--- config.mk ---
export PLATFORM = sky130hd
export DESIGN_NAME = voice_allocator
export DESIGN_NICKNAME = d
export VERILOG_FILES = /design/src/rtl/voice_allocator.sv
export SDC_FILE = /design/constraint.sdc
export NUM_CORES = 1
export LEC_CHECK = 0
export CAP_MARGIN = 20
export CORE_UTILIZATION = 47
export DETAILED_ROUTE_END_ITERATION = 8
export GPL_ROUTABILITY_DRIVEN = 1
export PLACE_DENSITY = 0.73
export SLEW_MARGIN = 10
export SYNTH_ARGS = -nofsm -noshare
export SYNTH_HDL_FRONTEND = slang
export SYNTH_SLANG_ARGS = --single-unit
--- constraint.sdc ---
create_clock -name clk -period 8.3 [get_ports clk]
set_input_delay 1.245 -clock clk [delete_from_list [all_inputs] [get_ports clk]]
set_output_delay 1.245 -clock clk [all_outputs]
set_load 0.005 [all_outputs]
--- src/rtl/voice_allocator.sv ---
// Voice allocator: maps MIDI note-on/off events onto a fixed pool of wave-generator slots.
// Optional VOICE_STEAL_EN: when defined, a note-on with no free slot steals the oldest voice.
`ifndef N_OSCILLATORS
`define N_OSCILLATORS 8
`endif

module voice_allocator #(
  parameter int N_VOICES = `N_OSCILLATORS,
  parameter int AGE_W    = 16,
  localparam int IDX_W   = (N_VOICES > 1) ? $clog2(N_VOICES) : 1
) (
  input  logic                clk,
  input  logic                rst,
  input  logic                ev_valid,
  output logic                ev_ready,
  input  logic                ev_on,
  input  logic [6:0]          ev_key,
  input  logic [31:0]         ev_freq,
  input  logic [31:0]         ev_velocity,
  output logic                voice_we,
  output logic [IDX_W-1:0]    voice_idx,
  output logic [31:0]         voice_freq,
  output logic [31:0]         voice_velocity,
  output logic                voice_gate,
  output logic [N_VOICES-1:0] voice_active,
  output logic                ev_dropped
);
  typedef enum logic [1:0] {IDLE, LOOKUP, COMMIT} state_t;
  localparam logic [AGE_W-1:0] AGE_MAX = '1;

  state_t              state_reg, state_next;
  logic                accept;
  logic                cap_on_reg;
  logic [6:0]          cap_key_reg;
  logic [31:0]         cap_freq_reg, cap_vel_reg;
  logic                we_reg, dropped_reg;
  logic [N_VOICES-1:0] active_reg;
  logic [6:0]          key_reg  [N_VOICES];
  logic [AGE_W-1:0]    age_reg  [N_VOICES];
  logic [31:0]         freq_mem [N_VOICES];
  logic [31:0]         vel_mem  [N_VOICES];
  logic [N_VOICES-1:0] match_vec;
  logic                hit, free, sel_valid;
  logic [IDX_W-1:0]    hit_idx, free_idx, sel_idx;
  logic                commit, commit_on;

  // Outputs are masked by rst so an event aborted in COMMIT never shows a strobe.
  assign ev_ready     = (state_reg == IDLE) && !rst;
  assign accept       = ev_valid && ev_ready;
  assign voice_we     = we_reg && !rst;
  assign ev_dropped   = dropped_reg && !rst;
  assign voice_active = active_reg;
  assign commit       = (state_reg == LOOKUP) && sel_valid;
  assign commit_on    = commit && cap_on_reg;

  always_ff @(posedge clk) begin
    if (rst) state_reg <= IDLE;
    else     state_reg <= state_next;
  end

  always_comb begin
    state_next = state_reg;
    case (state_reg)
      IDLE:    if (accept) state_next = LOOKUP;
      LOOKUP:  state_next = COMMIT;
      COMMIT:  state_next = IDLE;
      default: state_next = IDLE;
    endcase
  end

  generate
    for (genvar gi = 0; gi < N_VOICES; gi++) begin : g_slot
      assign match_vec[gi] = active_reg[gi] && (key_reg[gi] == cap_key_reg);

      // Ages count note-ons since this slot was last (re)triggered.
      always_ff @(posedge clk) begin
        if (rst) begin
          key_reg[gi] <= '0;
          age_reg[gi] <= '0;
        end else if (commit_on) begin
          if (IDX_W'(gi) == sel_idx) begin
            key_reg[gi] <= cap_key_reg;
            age_reg[gi] <= '0;
          end else if (active_reg[gi] && age_reg[gi] != AGE_MAX) begin
            age_reg[gi] <= age_reg[gi] + 1'b1;
          end
        end
      end
    end
  endgenerate

  always_comb begin
    hit      = 1'b0;
    hit_idx  = '0;
    free     = 1'b0;
    free_idx = '0;
    for (int i = N_VOICES - 1; i >= 0; i--) begin
      if (match_vec[i]) begin
        hit     = 1'b1;
        hit_idx = IDX_W'(i);
      end
      if (!active_reg[i]) begin
        free     = 1'b1;
        free_idx = IDX_W'(i);
      end
    end
  end

`ifdef VOICE_STEAL_EN
  logic [IDX_W-1:0] oldest_idx;
  logic [AGE_W-1:0] oldest_age;

  // Strict compare keeps the lowest index on equal ages.
  always_comb begin
    oldest_idx = '0;
    oldest_age = age_reg[0];
    for (int i = 1; i < N_VOICES; i++) begin
      if (age_reg[i] > oldest_age) begin
        oldest_age = age_reg[i];
        oldest_idx = IDX_W'(i);
      end
    end
  end
`endif

  always_comb begin
    sel_valid = hit;
    sel_idx   = hit_idx;
    if (cap_on_reg && !hit) begin
      if (free) begin
        sel_valid = 1'b1;
        sel_idx   = free_idx;
      end
`ifdef VOICE_STEAL_EN
      else begin
        sel_valid = 1'b1;
        sel_idx   = oldest_idx;
      end
`endif
    end
  end

  // Per-slot field shadow, written on note-on and read back on note-off.
  always_ff @(posedge clk) begin
    if (commit_on && !rst) begin
      freq_mem[sel_idx] <= cap_freq_reg;
      vel_mem[sel_idx]  <= cap_vel_reg;
    end
  end

  always_ff @(posedge clk) begin
    if (rst) begin
      cap_on_reg     <= 1'b0;
      cap_key_reg    <= '0;
      cap_freq_reg   <= '0;
      cap_vel_reg    <= '0;
      we_reg         <= 1'b0;
      dropped_reg    <= 1'b0;
      voice_idx      <= '0;
      voice_freq     <= '0;
      voice_velocity <= '0;
      voice_gate     <= 1'b0;
      active_reg     <= '0;
    end else begin
      we_reg      <= 1'b0;
      dropped_reg <= 1'b0;
      if (accept) begin
        cap_on_reg   <= ev_on;
        cap_key_reg  <= ev_key;
        cap_freq_reg <= ev_freq;
        cap_vel_reg  <= ev_velocity;
      end
      if (state_reg == LOOKUP) begin
        if (commit) begin
          we_reg     <= 1'b1;
          voice_idx  <= sel_idx;
          voice_gate <= cap_on_reg;
          if (cap_on_reg) begin
            voice_freq          <= cap_freq_reg;
            voice_velocity      <= cap_vel_reg;
            active_reg[sel_idx] <= 1'b1;
          end else begin
            voice_freq          <= freq_mem[sel_idx];
            voice_velocity      <= vel_mem[sel_idx];
            active_reg[sel_idx] <= 1'b0;
          end
        end else begin
          dropped_reg <= 1'b1;
        end
      end
    end
  end
endmodule

==> summary.md, run 1 <==
| Metric | Value |
|---|---|
| Cts bufs inserted | `73` |
| DP Wirelength | `37.4 mm` |
| Final routed DRC violation total | `0` |
| Synthesized cell area | `29,000 sq um` |
| Max Slew Vio Count | `0` |
| Worst Hold Path Cells | `2` |
| Comb pwr share | `0.021` |
| Fin crit share | `0.684` |
| Slew headroom | `0.0864` |
| Main flop type after synthesis | `edfxtp_1` |
| Worst Hold Launch | `voice_gate$_SDFFE_PP0P_` |
| Sequential share of power | `0.543` |
| Number of synthesized flops with an enable pin | `568` |
| Distinct cell type count of the synthesized netlist | `46` |
| Reg clk slew, reported paths | `60 ps` |
| Critical path endpoint category | `register` |
| Postcts setup bufs | `0` |
| Fin crit period | `5680 ps` |
| R2r endpoint | `freq_mem[6][25]$_DFFE_PP_` |
| Critical path class | `reg2reg` |
| IO Count | `154` |
| Total GRT Usage | `0.220` |
| Worst r2r src | `cap_key_reg[3]$_SDFFE_PP0P_` |
| Final TNS setup | `0 ps` |
| Die span in y | `251 um` |
| Sw Ratio | `0.200` |
| Yosys reg bits | `720` |
| Warning count from the yosys run | `0` |
| Worst Tran Pin Value | `1370 ps` |
| Avg Inst Size Synth | `14.2 sq um` |
| Clock skew | `23.5 ps` |
| Most area-consuming cells after synthesis | `edfxtp_1 (59%), dfxtp_1 (10%), mux2i_1 (4.4%)` |
| Setup Viol. Count Final | `0` |
| First-pass GRT wire length | `106 mm` |
| Most common cell in the synthesized netlist | `edfxtp_1` |
| PostCTS Resize Cnt | `0` |
| H-tree depth reported by CTS | `3` |
| Vias in the first global route | `17,860` |
| Cells after synthesis | `2,048` |
| Worst Setup Start Kind | `register` |
| PortBufs | `153` |
| R2R setup slack | `2620 ps` |
| Synth cell count leaders | `edfxtp_1 (568), nand2_1 (162), dfxtp_1 (152)` |
| Post-DP Area | `31,300 sq um` |
| Int Power | `5.84 mW` |
| Syn_nets | `2,123` |
| Clock share of power | `0.436` |
| Largest net degree at the start of global routing | `137` |
| CP arrival | `5900 ps` |
| # clock sinks | `720` |
| Layout cells sized above 1 | `0.100` |
| Hold Path Class | `reg2reg` |
| Remaining global-route overflow | `0` |
| Core area | `60,700 sq um` |
| Design area | `33,600 sq um` |
| Status | `finished, final reports clean` |
| Clock Tree Buf Depth | `3` |
| NetSw | `1.46 mW` |
| N_diodes | `0` |
| Area Growth Syn to Fin | `15.8%` |
| Area leader, netlist | `edfxtp_1` |
| Die W | `251 um` |
| Synth async-reset ratio | `0` |
| Post-synth top area share | `0.587` |
| Root Buffer | `clkbuf_16` |
| # rows | `90` |
| Pleak | `10.9 nW` |
| WL per Instance | `23.1 um` |
| CTS tree | `done` |
| Via-per-instance ratio | `5.90` |
| Via count | `17,664` |
| Antenna violations before repair | `0` |
| Max rail drop VDD | `0.131 mV` |
| Critical Path RT | `8530 ps` |
| Max-Cap Viols | `0` |
| Placer congestion estimate | `0.815` |
| Post-route ant nets | `0` |
| Peak Freq | `0.176 GHz` |
| Die area | `62,800 sq um` |
| Seq/Total Area, Yosys | `0.692` |
| CP max FO | `116` |
| Initial Util | `0.479` |
| Hold Path Sink | `voice_gate$_SDFFE_PP0P_` |
| RSZ-0062 raised after global routing | `false` |
| Hold violation total from the final report | `0` |
| DRT iter0 DRCs | `1,437` |
| Worst-Skew Late Latency | `610 ps` |
| Hold-fix buffers, CTS | `0` |
| PwrDens | `217 nW/um^2` |
| Final nets | `2,229` |
| Reg2Reg Depth | `11` |
| DR pass1 iterations | `7` |
| Post-Route WL | `69.2 mm` |
==> logic make-up (layout without fill, tap and decap cells) <==
group,count (synthesis),after routing,share of synthesized area
DFF,720,720,0.692
and+or+nand+nor,484,484,0.0913
AOI/OAI and AO/OA,435,435,0.108
muxes,192,192,0.0689
buffers and inverters,161,323,0.0231
xor gates and xnor gates,56,56,0.0169
==> how the worst max path moves through the flow <==
stage	startpoint	to	depth (start not counted)
after floorplan	cap_key_reg[5]$_SDFFE_PP0P_	key_reg[0][0]$_SDFFCE_PN0P_	11
after global placement	cap_key_reg[5]$_SDFFE_PP0P_	vel_mem[6][6]$_DFFE_PP_	11
after detailed placement	cap_key_reg[3]$_SDFFE_PP0P_	vel_mem[6][6]$_DFFE_PP_	11
after CTS	cap_key_reg[3]$_SDFFE_PP0P_	freq_mem[6][25]$_DFFE_PP_	11
after global routing	cap_key_reg[1]$_SDFFE_PP0P_	freq_mem[6][20]$_DFFE_PP_	11
final	cap_key_reg[3]$_SDFFE_PP0P_	freq_mem[6][25]$_DFFE_PP_	11
==> power groups by stage <==
stage,Sequential (mW),Combinational [mW],Clock [mW]
after floorplan,4.01,0.0848,0
after CTS,3.97,0.152,3.22
after global placement,4.04,0.149,0
final,3.97,0.152,3.18
after detailed placement,4.04,0.151,0
after global routing,3.97,0.165,3.37
==> per-layer routing <==
metal | vias up | routed length, um | GRT usage
met2 | 658 | 33400 | 0.356
met3 | 123 | 4600 | 0.0399
li1 | 8015 | - | -
met1 | 8868 | 29500 | 0.300
met5 | - | 0 | 0
met4 | 0 | 1730 | 0.0705
==> layout by cell type, fill, tap and decap left out, drive strengths merged, types with 8 or more instances in the layout <==
cell	n
edfxtp	568
nand2	162
dfxtp	152
clkdlybuf4s50	152
mux2i	128
and3	128
a211oi	128
clkbuf	98
a21oi	89
a21boi	67
nor2b	67
o22a	65
o31ai	65
mux2	64
and2	57
xor2	36
buf	35
clkinv	25
xnor2	20
nand4	16
nand3	14
o21ai	11
nor4	11
nor3	10
nor2	9
inv	8
==> cell type report <==
| cell class | instances | area (sq um) |
|---|---|---|
| Fill cell | 4734 | 27100 |
| Inverter | 5 | 20.0 |
| Sequential cell | 720 | 20100 |
| Clock inverter | 33 | 268 |
| Timing Repair Buffer | 187 | 1830 |
| Multi-Input combinational cell | 1167 | 8390 |
| Clock buffer | 98 | 2050 |
| Tap cell | 782 | 978 |
==> worst max-delay path, stage by stage (launching register included) <==
cell and delay, ps:
dfxtp_1 810, xor2_1 150, nor4_1 560, and4_1 360, nor4_2 100, nand4_1 150, buf_4 850, nand2_4 180
buf_4 450, buf_4 560, nor3_4 310, buf_4 620
==> per-stage QoR <==
stage,instances,hold slack [ps],worst slack (ps),total power [mW],util
detailed placement,2858,455,2740,4.20,0.516
floorplan,2048,453,2130,4.10,-
finish,2992,472,2620,7.30,0.554
global route,2992,497,2350,7.50,0.554
CTS,2989,473,2720,7.34,0.554
global placement,2856,458,2880,4.19,0.515
(Power assumes the default switching activity.)
==> inputs of run 2 (changes only) <==
==> constraint.sdc (replaced) <==
create_clock -name clk -period 5.9 [get_ports clk]
set_input_delay 0.885 -clock clk [delete_from_list [all_inputs] [get_ports clk]]
set_output_delay 0.885 -clock clk [all_outputs]
set_load 0.005 [all_outputs]
==> run 2 against run 1 <==
Net effect:
- clock skew down 5.7 ps
- die area unchanged
- worst hold slack worse by 13 ps
- combinational power up 43%
- total power up 44%
- clock power up 48%
- routed wire length down 1.1%
- via count down 0.57%
- global-route usage down 0.10 points
- critical endpoint is now voice_freq[22]$_SDFFE_PP0P_
==> summary.md, run 2 (same netlist as run 1, synthesis figures left out) <==
| Metric | Value |
|---|---|
| Worst Setup Start Kind | `register` |
| Setup crit start | `cap_key_reg[1]$_SDFFE_PP0P_` |
| Worst-Skew Late Latency | `610 ps` |
| # clock sinks | `720` |
| Via-per-instance ratio | `5.86` |
| Worst Tran Pin Value | `1140 ps` |
| N_diodes | `0` |
| PostCTS Resize Cnt | `0` |
| Number of cells on the critical path | `10` |
| Worst-path cell chain | `xor2_1, nor4_1, nand4_1, and3b_1, o21ai_4, buf_4, nand4_1, buf_4, a211oi_1, a211oi_1` |
| Status | `finished, final reports clean` |
| Post-route ant nets | `0` |
| Hold-fix buffers, CTS | `0` |
| FILL cells | `4,718` |
| Clock Tree Buf Depth | `3` |
| CP arrival | `5010 ps` |
| RSZ-0062 raised after global routing | `false` |
| Peak Freq | `0.217 GHz` |
| CP max FO | `64` |
| Dpl cells | `2,861` |
| CP delay by family, top | `compound AO/OA/AOI/OAI gates` |
| Critical path class | `reg2reg` |
| Initial Util | `0.479` |
| Total GRT Usage | `0.219` |
| Pleak | `11.0 nW` |
| WL per Instance | `22.8 um` |
| DP Wirelength | `37.6 mm` |
| Setup Viol. Count Final | `0` |
| # rows | `90` |
| Clock skew | `17.8 ps` |
| R2r endpoint | `voice_freq[22]$_SDFFE_PP0P_` |
| CP max-delay cell | `o21ai_4` |
| First-pass GRT wire length | `105 mm` |
| Die W | `251 um` |
| Slew headroom | `0.238` |
| Placer congestion estimate | `0.800` |
| Reg2Reg Depth | `10` |
| PortBufs | `153` |
| Post-Route WL | `68.4 mm` |
| Critical path endpoint category | `register` |
| Critical Path RT | `6310 ps` |
| Final routed DRC violation total | `0` |
| Max-Cap Viols | `0` |
| Largest net degree at the start of global routing | `142` |
| Hold WS | `459 ps` |
| Worst r2r src | `cap_key_reg[1]$_SDFFE_PP0P_` |
| Root Buffer | `clkbuf_16` |
| H-tree depth reported by CTS | `3` |
| Max incr delay on CP | `780 ps` |
| Max Slew Vio Count | `0` |
| Fin crit period | `4600 ps` |
| Layout Utilization | `0.557` |
| Postcts setup bufs | `0` |
| Vias in the first global route | `17,708` |
| Hold Path Class | `reg2reg` |
| CP Capture Point | `voice_freq[22]$_SDFFE_PP0P_` |
| Remaining global-route overflow | `0` |
| Die span in y | `251 um` |
| Max rail drop VDD | `0.192 mV` |
| DRT iter0 DRCs | `1,416` |
| IO Count | `154` |
| Reg clk slew, reported paths | `60 ps` |
| Layout cells sized above 1 | `0.104` |
| R2R setup slack | `1300 ps` |
| Via count | `17,563` |
| Die area | `62,800 sq um` |
| PwrDens | `310 nW/um^2` |
| DR pass1 iterations | `5` |
| Final nets | `2,230` |
| Antenna violations before repair | `1` |
| Most frequent cells in the layout | `edfxtp_1 (568), nand2_1 (160), dfxtp_1 (152), clkdlybuf4s50_1 (152)` |
| CTS tree | `done` |
| Core area | `60,700 sq um` |
| Cell Count, Final, Fillers Out | `2,996` |
| Area Growth Syn to Fin | `16.4%` |
| Commonest non-fill, non-tap cell in the layout | `edfxtp_1` |
| Buf/Inv on CP | `2` |
| Fin crit share | `0.779` |
| Cts bufs inserted | `72` |
| Hold violation total from the final report | `0` |
run 2: cell count changes in the layout (fill, tap and decap cells not counted), sizes merged:
| cell | before | now |
|---|---|---|
| buf | 35 | 37 |
| bufinv | 4 | 7 |
| clkinv | 25 | 20 |
| inv | 8 | 5 |
| clkbuf | 98 | 105 |
run 2: through the flow:
stage	cell area, sq um	setup TNS, ps	total power, mW	worst slack (ps)
final	33800	0	10.5	1300
after CTS	33800	0	10.5	1300
after detailed placement	31300	0	5.90	1340
after global placement	31300	0	5.89	1600
after floorplan	29100	-38300	5.76	-272
after global routing	33800	0	10.8	1010
run 2: how the worst min path moves through the flow:
stage                         startpoint                         to  depth (start not counted)  slack, ps
3_3_place_gp     voice_gate$_SDFFE_PP0P_    voice_gate$_SDFFE_PP0P_                          2        450
6_report       voice_idx[1]$_SDFFE_PP0P_  voice_idx[1]$_SDFFE_PP0P_                          2        460
4_1_cts        voice_idx[1]$_SDFFE_PP0P_  voice_idx[1]$_SDFFE_PP0P_                          2        460
3_5_place_dp   voice_idx[1]$_SDFFE_PP0P_  voice_idx[1]$_SDFFE_PP0P_                          2        450
2_1_floorplan    voice_gate$_SDFFE_PP0P_    voice_gate$_SDFFE_PP0P_                          2        450
5_1_grt          voice_gate$_SDFFE_PP0P_    voice_gate$_SDFFE_PP0P_                          2        500
run 2: per-layer routing:
layer  GRT usage  part of all wire  vias to the layer above
met2       0.365              0.49                      666
met4      0.0628             0.023                        0
li1            -                 -                     8020
met3      0.0347             0.066                      111
met5           0                 0                        -
met1       0.296              0.42                     8766
run 2: cell type report:
cell class	instances	area, sq um	area share
inverters	5	20.0	0.000592
well taps	782	978	0.0289
clock buffers	105	2140	0.0633
multi-input cells	1167	8390	0.248
flip-flops and latches	720	20100	0.595
repair buffers	189	1860	0.0550
clock inverters	28	324	0.00959
run 2: power breakdown:
group / switching, mW / internal [mW] / leakage (nW)
logic: 0.114 / 0.102 / 3.25
clock network: 1.87 / 2.83 / 1.21
registers: 0.0794 / 5.50 / 6.58
total: 2.06 / 8.43 / 11.0
run 2: worst register-to-register path, cell delays in order (launching register included):
cell and delay (ps):
dfxtp_1 770, xor2_1 180, nor4_1 400, nand4_1 230
and3b_1 260, o21ai_4 780, buf_4 580, nand4_1 170
buf_4 460, a211oi_1 460, a211oi_1 110
